<file path="src/rtl/mips_pkg.sv">
// rtl/mips_pkg.sv - shared MIPS core types: fetch states, opcodes, reset PC
package mips_pkg;

    typedef enum logic [1:0] {
        REQ  = 2'd0,
        WAIT = 2'd1,
        HOLD = 2'd2
    } fetch_state_t;

    localparam logic [5:0] OP_RTYPE = 6'b000000;
    localparam logic [5:0] OP_LW    = 6'b100011;
    localparam logic [5:0] OP_SW    = 6'b101011;
    localparam logic [5:0] OP_BEQ   = 6'b000100;
    localparam logic [5:0] OP_J     = 6'b000010;
    localparam logic [5:0] OP_LUI   = 6'b001111;
    localparam logic [5:0] OP_ORI   = 6'b001101;
    localparam logic [5:0] OP_ADDI  = 6'b001000;

    localparam logic [31:0] PC_RESET_DEFAULT = 32'h0000_0000;

endpackage

</file>
<file path="src/rtl/fetch_next_pc.sv">
// rtl/fetch_next_pc.sv - combinational next-PC select (sequential, taken branch, jump)
module fetch_next_pc #(
    parameter int ADDR_W = 32
) (
    input  logic [ADDR_W-1:0] instr_pc,
    input  logic [25:0]       instr,
    input  logic              branch,
    input  logic              zero,
    input  logic              jump,
    output logic [ADDR_W-1:0] next_pc
);

    logic [ADDR_W-1:0] w_pc4;
    logic [ADDR_W-1:0] w_br_off;
    logic [ADDR_W-1:0] w_jump_target;

    assign w_pc4         = instr_pc + ADDR_W'(4);
    // Word offset, sign-extended then scaled to bytes; wraps modulo 2^ADDR_W.
    assign w_br_off      = {{(ADDR_W-18){instr[15]}}, instr[15:0], 2'b00};
    assign w_jump_target = {w_pc4[ADDR_W-1:28], instr[25:0], 2'b00};

    always_comb begin
        next_pc = w_pc4;
        if (jump)
            next_pc = w_jump_target;
        else if (branch && zero)
            next_pc = w_pc4 + w_br_off;
    end

endmodule

</file>
<file path="src/rtl/instr_fetch_unit.sv">
// rtl/instr_fetch_unit.sv - PC owner and single-outstanding instruction fetch front end
module instr_fetch_unit
    import mips_pkg::*;
#(
    parameter int                ADDR_W   = 32,
    parameter logic [ADDR_W-1:0] PC_RESET = PC_RESET_DEFAULT
) (
    input  logic              clk,
    input  logic              rst,
    output logic              imem_req_valid,
    output logic [ADDR_W-1:0] imem_req_addr,
    input  logic              imem_req_ready,
    input  logic              imem_rsp_valid,
    input  logic [31:0]       imem_rsp_data,
    output logic              instr_valid,
    output logic [31:0]       instr,
    output logic [ADDR_W-1:0] instr_pc,
    input  logic              instr_ready,
    input  logic              branch,
    input  logic              zero,
    input  logic              jump,
    output logic [31:0]       retired_count
);

    fetch_state_t      r_state;
    logic [ADDR_W-1:0] r_pc;
    logic              r_req_valid;
    logic              r_instr_valid;
    logic [31:0]       r_instr;
    logic [ADDR_W-1:0] r_instr_pc;
    logic [31:0]       r_retired;
    logic [ADDR_W-1:0] w_next_pc;

    fetch_next_pc #(.ADDR_W(ADDR_W)) u_next_pc (
        .instr_pc (r_instr_pc),
        .instr    (r_instr[25:0]),
        .branch   (branch),
        .zero     (zero),
        .jump     (jump),
        .next_pc  (w_next_pc)
    );

    always_ff @(posedge clk or posedge rst) begin
        if (rst) begin
            r_state       <= REQ;
            r_pc          <= PC_RESET;
            r_req_valid   <= 1'b0;
            r_instr_valid <= 1'b0;
            r_instr       <= 32'd0;
            r_instr_pc    <= PC_RESET;
            r_retired     <= 32'd0;
        end else begin
            case (r_state)
                // Coming out of reset the request is raised one edge late;
                // after a fire it is raised together with the new PC.
                REQ: begin
                    if (!r_req_valid)
                        r_req_valid <= 1'b1;
                    else if (imem_req_ready) begin
                        r_req_valid <= 1'b0;
                        r_state     <= WAIT;
                    end
                end
                WAIT: begin
                    if (imem_rsp_valid) begin
                        r_instr       <= imem_rsp_data;
                        r_instr_pc    <= r_pc;
                        r_instr_valid <= 1'b1;
                        r_state       <= HOLD;
                    end
                end
                HOLD: begin
                    if (r_instr_valid && instr_ready) begin
                        r_instr_valid <= 1'b0;
                        r_pc          <= w_next_pc;
                        r_req_valid   <= 1'b1;
                        r_retired     <= r_retired + 32'd1;
                        r_state       <= REQ;
                    end
                end
                default: r_state <= REQ;
            endcase
        end
    end

    assign imem_req_valid = r_req_valid;
    assign imem_req_addr  = r_pc;
    assign instr_valid    = r_instr_valid;
    assign instr          = r_instr;
    assign instr_pc       = r_instr_pc;
    assign retired_count  = r_retired;

endmodule

</file>
<file path="config.mk">
export PLATFORM = sky130hd
export DESIGN_NAME = instr_fetch_unit
export DESIGN_NICKNAME = d
export VERILOG_FILES = /design/src/rtl/mips_pkg.sv /design/src/rtl/fetch_next_pc.sv /design/src/rtl/instr_fetch_unit.sv
export SDC_FILE = /design/constraint.sdc
export NUM_CORES = 1
export LEC_CHECK = 0
export BUFFER_PORTS_ARGS = -buffer_cell sky130_fd_sc_hd__buf_2
export CORE_MARGIN = 4
export CORE_UTILIZATION = 50
export CTS_CLUSTER_DIAMETER = 60
export DETAILED_ROUTE_END_ITERATION = 7
export PLACE_DENSITY = 0.82
export SYNTH_ARGS = -nofsm -noshare
export SYNTH_HDL_FRONTEND = slang
export SYNTH_SLANG_ARGS = --single-unit
</file>
<file path="constraint.sdc">
create_clock -name clk -period 4.7 [get_ports clk]
set_input_delay 0.235 -clock clk [delete_from_list [all_inputs] [get_ports clk]]
set_output_delay 0.235 -clock clk [all_outputs]
set_load 0.03 [all_outputs]
</file>
==> impl_metrics.json, run 1 <==
{
  "rsz0062_at_grt": "no",
  "cap_violations": 0,
  "numPortBuffers": 169,
  "whs_path_depth": 2,
  "cp_common_cell": "and4_1",
  "cts_tree": "yes",
  "ys_ff_latch": 132,
  "clock-skew-final_ns": 0.008167,
  "critical_path_arrival_ns": 4.07,
  "min_period_ns": 3.776,
  "yosysTopAreaCellShare_pct": 41.25,
  "synthesis.area_um2": 8008,
  "dp.cells": 1174,
  "fin_tns_setup_ns": 0,
  "post-place-ws_ns": 0.9997,
  "cts.sinks": 132,
  "finalCritPeriodShare_pct": 80.33,
  "synthCells": 824,
  "place_congestion": 0.9508,
  "clockRootBuffer": "clkbuf_16",
  "synth-main-ff-cell": "dfrtp_1",
  "postSynthAreaPerCell_um2": 9.718,
  "fin_cells": 1208,
  "path_cells": "and4_1, and4_1, nand2_1, nor2_1, xor2_1, ha_1, and4_1, and2_1, a31oi_1, a32oi_1, nand2_1, a311oi_1, xnor2_1, o21ai_1",
  "ys_async_sr_fraction_pct": 100.0,
  "initial_utilization_pct": 51.91,
  "yosys.cell_types.count": 70,
  "slew_headroom_pct": 49.02,
  "synth_area_leader_cell": "dfrtp_1",
  "layout-drive-gt1-share_pct": 29.42,
  "grt_pass1_wl_um": 36420,
  "first_pass_iters": 5,
  "viasPerCell": 5.888,
  "slowest_stage": "dfrtp_1",
  "grt_max_degree": 80,
  "drcViolationCount": 0,
  "grt_usage_pct": 25.08,
  "setup_viol": 0,
  "dieWidth_um": 134.6,
  "status": "completed",
  "power_density_nw_per_um2": 802.6,
  "die_area_um2": 18100,
  "synth_most_common_cell": "dfrtp_1",
  "drv_slew": 0,
  "hp-class": "input pin to register",
  "synth_warnings": 0,
  "ir_worst_vdd_v": 0.0006021,
  "die_h_um": 134.6,
  "insertion_delay_ns": 0.43,
  "routed_wl_um": 22760,
  "cts_setup_buffers": 0,
  "final_nets": 1062,
  "reg2reg_depth": 14,
  "hold_violations": 0,
  "critPathMaxStageDelay_ns": 0.45,
  "cp_max_fo": 7,
  "cp-start-kind": "register",
  "worst_pin_slew_ns": 0.7647,
  "worst_slack_ns": 0.9245,
  "routedWlPerCell_um": 18.84,
  "dp.final_hpwl_um": 16230,
  "synth_commonest_cells": "dfrtp_1 (132), nand2_1 (88), mux2_2 (65)",
  "post_cts_resize_count": 0,
  "grt_pass1_vias": 6993,
  "n_fill_cell": 1287,
  "ys_seq_area_share_pct": 41.25,
  "synth_nets": 903,
  "first_iter_violations": 476,
  "worstPathRequired_ns": 5.00,
  "end_kind": "register",
  "antenna_found_initial": 1,
  "p_leak_nw": 4.580,
  "cts.path.max_buffers": 2,
  "multi_input_area_um2": 4507,
  "synth_edf_count": 0,
  "grt.overflow.total": 0,
  "max_freq_ghz": 0.2649,
  "worst-setup-path-type": "register to register",
  "synth_area_leaders": "dfrtp_1 (41%), mux2_2 (9.1%), ha_1 (5.9%)",
  "rows": 45,
  "ctsHtreeMaxLevel": 4,
  "cts_inserted_buffers": 17,
  "io_pins": 170,
  "dr_total_vias": 7113,
  "path_clk_slew_ns": 0.07,
  "coreArea_um2": 15430,
  "ant_nets": 0,
  "register_area_um2": 3303,
  "areaGrowthSynthToFinish_pct": 20.03
}
[layout make-up]
class	count	area share [%]
Antenna cell	1	0.02603
Clock inverter	15	1.458
Clock buffer	17	4.426
Tap cell	211	2.747
Sequential cell	132	34.37
Timing Repair Buffer	178	9.529
Inverter	13	0.5597
Multi-Input combinational cell	641	46.89
[kinds of logic after synthesis]
family | after synthesis | share of synthesized area [%]
adder cells (fa/ha/maj) | 39 | 6.188
XOR/XNOR | 76 | 8.313
AO/OA/AOI/OAI | 185 | 15.45
flip-flops | 132 | 41.25
AND/OR/NAND/NOR | 270 | 16.36
multiplexers | 71 | 9.969
buffers and inverters | 51 | 2.469
[sequential cells by signal, indices dropped and copies added (netlist names)]
| register | count |
|---|---|
| imem_req_addr | 32 |
| instr | 32 |
| instr_pc | 32 |
| retired_count | 32 |
| r_state | 2 |
| imem_req_valid | 1 |
| instr_valid | 1 |
[cells in the final DEF, fill, tap and decap left out, drive strengths merged, types with 4 or more instances in the layout]
| master | instances |
|---|---|
| and2 | 7 |
| clkinv | 4 |
| a21oi | 38 |
| a31oi | 6 |
| o21a | 6 |
| ha | 38 |
| nand3 | 33 |
| inv | 22 |
| or3 | 11 |
| o31ai | 7 |
| nor4 | 4 |
| o21ai | 54 |
| nor3 | 11 |
| o22ai | 4 |
| dfrtp | 132 |
| a21o | 14 |
| a22oi | 4 |
| o211ai | 11 |
| buf | 177 |
| and3 | 12 |
| mux2 | 67 |
| clkbuf | 17 |
| nand2 | 88 |
| xnor2 | 53 |
| and4 | 8 |
| xor2 | 23 |
| mux2i | 4 |
| nor2 | 59 |
| a211oi | 15 |
| nand4 | 24 |
[power breakdown]
group	total, W	switching (W)	internal (W)
registers	0.00204	0.000501	0.00154
clock network	0.00128	0.000577	0.000699
logic	0.00440	0.00275	0.00165
total	0.00771	0.00382	0.00389
[through the flow]
stage                     cell area [µm²]  power [W]  util [%]  hold WS (ns)
final                                9612   0.007714     62.30       0.03354
after global routing                 9612   0.008211     62.30       0.02815
after CTS                            9609   0.007693     62.29       0.01691
after detailed placement             9034   0.006368     58.56        0.4169
after global placement               9034   0.006296     58.56        0.4158
after floorplan                      8008   0.005207         -        0.3856
[layer usage]
metal	GRT usage [%]	wire length, µm
met1	32.83	9672
met2	40.75	10610
met3	5.328	1670
met4	10.18	804
met5	0	0
[critical path, delay by kind of cell, from the launching register on]
kind / cells / cell delay (ns)
adders and majority gates: 1 / 0.24
xor gates and xnor gates: 2 / 0.42
DFF: 1 / 0.45
AOI/OAI and AO/OA: 4 / 0.88
and+or+nand+nor: 7 / 1.65
[timing repair]
action / in CTS / in global routing
hold endpoints to repair: 78 / 0
endpoints found under the setup margin: 0 / 0
hold buffers: 1 / 0
[path summary, 6_finish.rpt]
kind	slack, ns	endpoint	start
setup / recovery	0.92	imem_req_addr[31]	instr_pc[4]
hold / removal	0.03	instr[17]	imem_rsp_data[17]
setup reg to reg	0.92	imem_req_addr[31]	instr_pc[4]
hold reg to reg	0.46	retired_count[31]	retired_count[31]
max in group asynchronous	3.01	retired_count[19]	rst
min in group asynchronous	0.44	instr_pc[3]	rst
(Power assumes the default switching activity.)
==> run 2, diff against run 1 <==
ABC_AREA = 1   (was not set)
PLACE_DENSITY = 0.81   (was 0.82)
clock period = 3.96 ns   (was 4.7 ns; I/O delays follow)
==> run 2 against run 1 <==
Compared with the run above: global-route usage grew 3.6 points; setup slack lost 0.41 ns; cell count grew 48%; first-iteration DRC count grew 78%; sequential share of layout area shrank 4.5 points; total power grew 36%.
==> impl_metrics.json, run 2 <==
{
  "drcViolationCount": 0,
  "setup_viol": 0,
  "ys_async_sr_fraction_pct": 100.0,
  "end_kind": "register",
  "drv_slew": 0,
  "cp-start-kind": "register",
  "clockRootBuffer": "clkbuf_16",
  "cts_tree": "yes",
  "routed_wl_um": 29460,
  "insertion_delay_ns": 0.43,
  "die_area_um2": 20680,
  "max_freq_ghz": 0.2899,
  "place_congestion": 1.034,
  "final_area_um2": 11050,
  "cts_inserted_buffers": 17,
  "yosysTopAreaCellShare_pct": 35.81,
  "cts.path.max_buffers": 2,
  "postSynthAreaPerCell_um2": 6.772,
  "n_fill_cell": 1665,
  "fin_tns_setup_ns": 0,
  "hold_violations": 0,
  "layout_common_cells": "nand2_1 (451), inv_1 (207), buf_2 (169), dfrtp_1 (132), nor2_1 (120)",
  "synth_most_common_cell": "nand2_1",
  "slew_headroom_pct": 18.64,
  "synth_commonest_cells": "nand2_1 (451), inv_1 (208), dfrtp_1 (132)",
  "antenna_found_initial": 0,
  "power_density_nw_per_um2": 947.6,
  "path_clk_slew_ns": 0.07,
  "p_leak_nw": 6.232,
  "ir_worst_vdd_v": 0.0004797,
  "cp-startpoint": "instr_pc[2]",
  "post_cts_resize_count": 0,
  "cp_max_fo": 8,
  "synthesis.area_um2": 9224,
  "clock-skew-final_ns": 0.01098,
  "grt.overflow.total": 0,
  "antennaDiodeCount": 0,
  "rsz0062_at_grt": "no",
  "mostFrequentLayoutCell": "nand2_1",
  "status": "completed",
  "min_period_ns": 3.450,
  "layout-drive-gt1-share_pct": 17.37,
  "synthCells": 1362,
  "r2r-end": "imem_req_addr[19]",
  "synth_nets": 1441,
  "finalCritPeriodShare_pct": 87.12,
  "ys_seq_area_share_pct": 35.81,
  "grt_pass1_vias": 9135,
  "hp-class": "input pin to register",
  "worst-setup-path-type": "register to register",
  "cap_violations": 0,
  "yosys.cell_types.count": 35,
  "dp.final_hpwl_um": 22660,
  "coreArea_um2": 18020,
  "synth_warnings": 0,
  "areaGrowthSynthToFinish_pct": 19.79,
  "routedWlPerCell_um": 16.52,
  "worstReg2RegStart": "instr_pc[2]",
  "dr_total_vias": 9498,
  "rows": 49,
  "reg2reg_depth": 17,
  "grt_max_degree": 88,
  "synth_area_leader_cell": "dfrtp_1",
  "postPlaceCellArea_um2": 10310,
  "io_pins": 170,
  "synth_area_leaders": "dfrtp_1 (36%), nand2_1 (18%), inv_1 (8.5%)",
  "post-place-ws_ns": 0.5625,
  "worstPathRequired_ns": 4.28,
  "numPortBuffers": 169,
  "worst_slack_ns": 0.5101,
  "viasPerCell": 5.327,
  "power_w": 0.01047,
  "dieWidth_um": 143.8,
  "cts_setup_buffers": 0,
  "first_iter_violations": 846,
  "ant_nets": 0,
  "die_h_um": 143.8,
  "synth_edf_count": 0,
  "cts.sinks": 132,
  "grt_usage_pct": 28.70,
  "worst_pin_slew_ns": 1.220,
  "ctsHtreeMaxLevel": 4,
  "cts.hold.buffers_added": 14,
  "ff2ff_setup_slack_ns": 0.51,
  "final_nets": 1620,
  "first_pass_iters": 6,
  "crit_end": "imem_req_addr[19]",
  "ys_ff_latch": 132,
  "synth-main-ff-cell": "dfrtp_1",
  "initial_utilization_pct": 51.17,
  "critical_path_arrival_ns": 3.77,
  "grt_pass1_wl_um": 46780
}
-- run 2: layout make-up --
cell class / count / area [µm²] / share of cell area, %
multi-input combinational: 977 / 4984 / 45.10
sequential: 132 / 3303 / 29.89
timing repair buffer: 190 / 1039 / 9.399
inverter: 223 / 842.1 / 7.621
clock buffer: 17 / 425.4 / 3.850
tap: 229 / 286.5 / 2.593
clock inverter: 15 / 170.2 / 1.540
-- run 2: how the worst min path moves through the flow --
stage / startpoint / endpoint / slack, ns / depth (start not counted)
2_1_floorplan: imem_rsp_data[27] / instr[27] / 0.35 / 1
3_3_place_gp: rst / retired_count[10] / 0.40 / 2
3_5_place_dp: rst / retired_count[13] / 0.41 / 2
4_1_cts: imem_rsp_data[10] / instr[10] / 0.007 / 3
5_1_grt: imem_rsp_data[25] / instr[25] / 0.04 / 3
6_report: imem_rsp_data[7] / instr[7] / 0.02 / 3
-- run 2: critical path, cell delays in order (launching register included) --
cell and delay [ns]:
dfrtp_1 0.52, nand2_1 0.16, nor2_2 0.27, nand2_1 0.19, xor2_1 0.38, inv_1 0.08, ha_1 0.35, nand2_1 0.12
nor2_1 0.26, nand3_1 0.12, nand3_1 0.22, nand2_1 0.10, nand2_1 0.07, nand2_1 0.04, nand3_1 0.12, nand3_1 0.14
nand2_1 0.12, nand2_1 0.06
-- run 2: kinds of logic after synthesis --
group / Yosys count / synth area share (%)
buf+inv: 253 / 10.30
fa+ha+maj: 39 / 5.372
xor+xnor: 48 / 4.558
flops: 132 / 35.81
simple gates: 740 / 34.22
compound gates: 132 / 7.542
mux: 18 / 2.197
-- run 2: routing by layer --
| metal | GRT usage, % | part of all wire [%] |
|---|---|---|
| met5 | 0 | 0 |
| met4 | 11.40 | 3.8 |
| met3 | 6.423 | 8.6 |
| met2 | 47.38 | 47 |
| met1 | 36.62 | 41 |
-- run 2: through the flow --
step | hold slack, ns | utilization (%) | std cells
3_5_place_dp | 0.4053 | 57.22 | 1737
4_1_cts | 0.007262 | 61.30 | 1783
5_1_grt | 0.03946 | 61.30 | 1783
6_report | 0.01772 | 61.30 | 1783
2_1_floorplan | 0.3486 | - | 1362
3_3_place_gp | 0.4041 | 57.22 | 1737
-- run 2: power breakdown --
group	internal [W]	leakage (nW)	switching [W]	total, W
clock	0.000947	0.287	0.000685	0.00163
sequential	0.00187	1.60	0.000616	0.00249
combinational	0.00197	4.35	0.00438	0.00635
total	0.00479	6.23	0.00568	0.0105
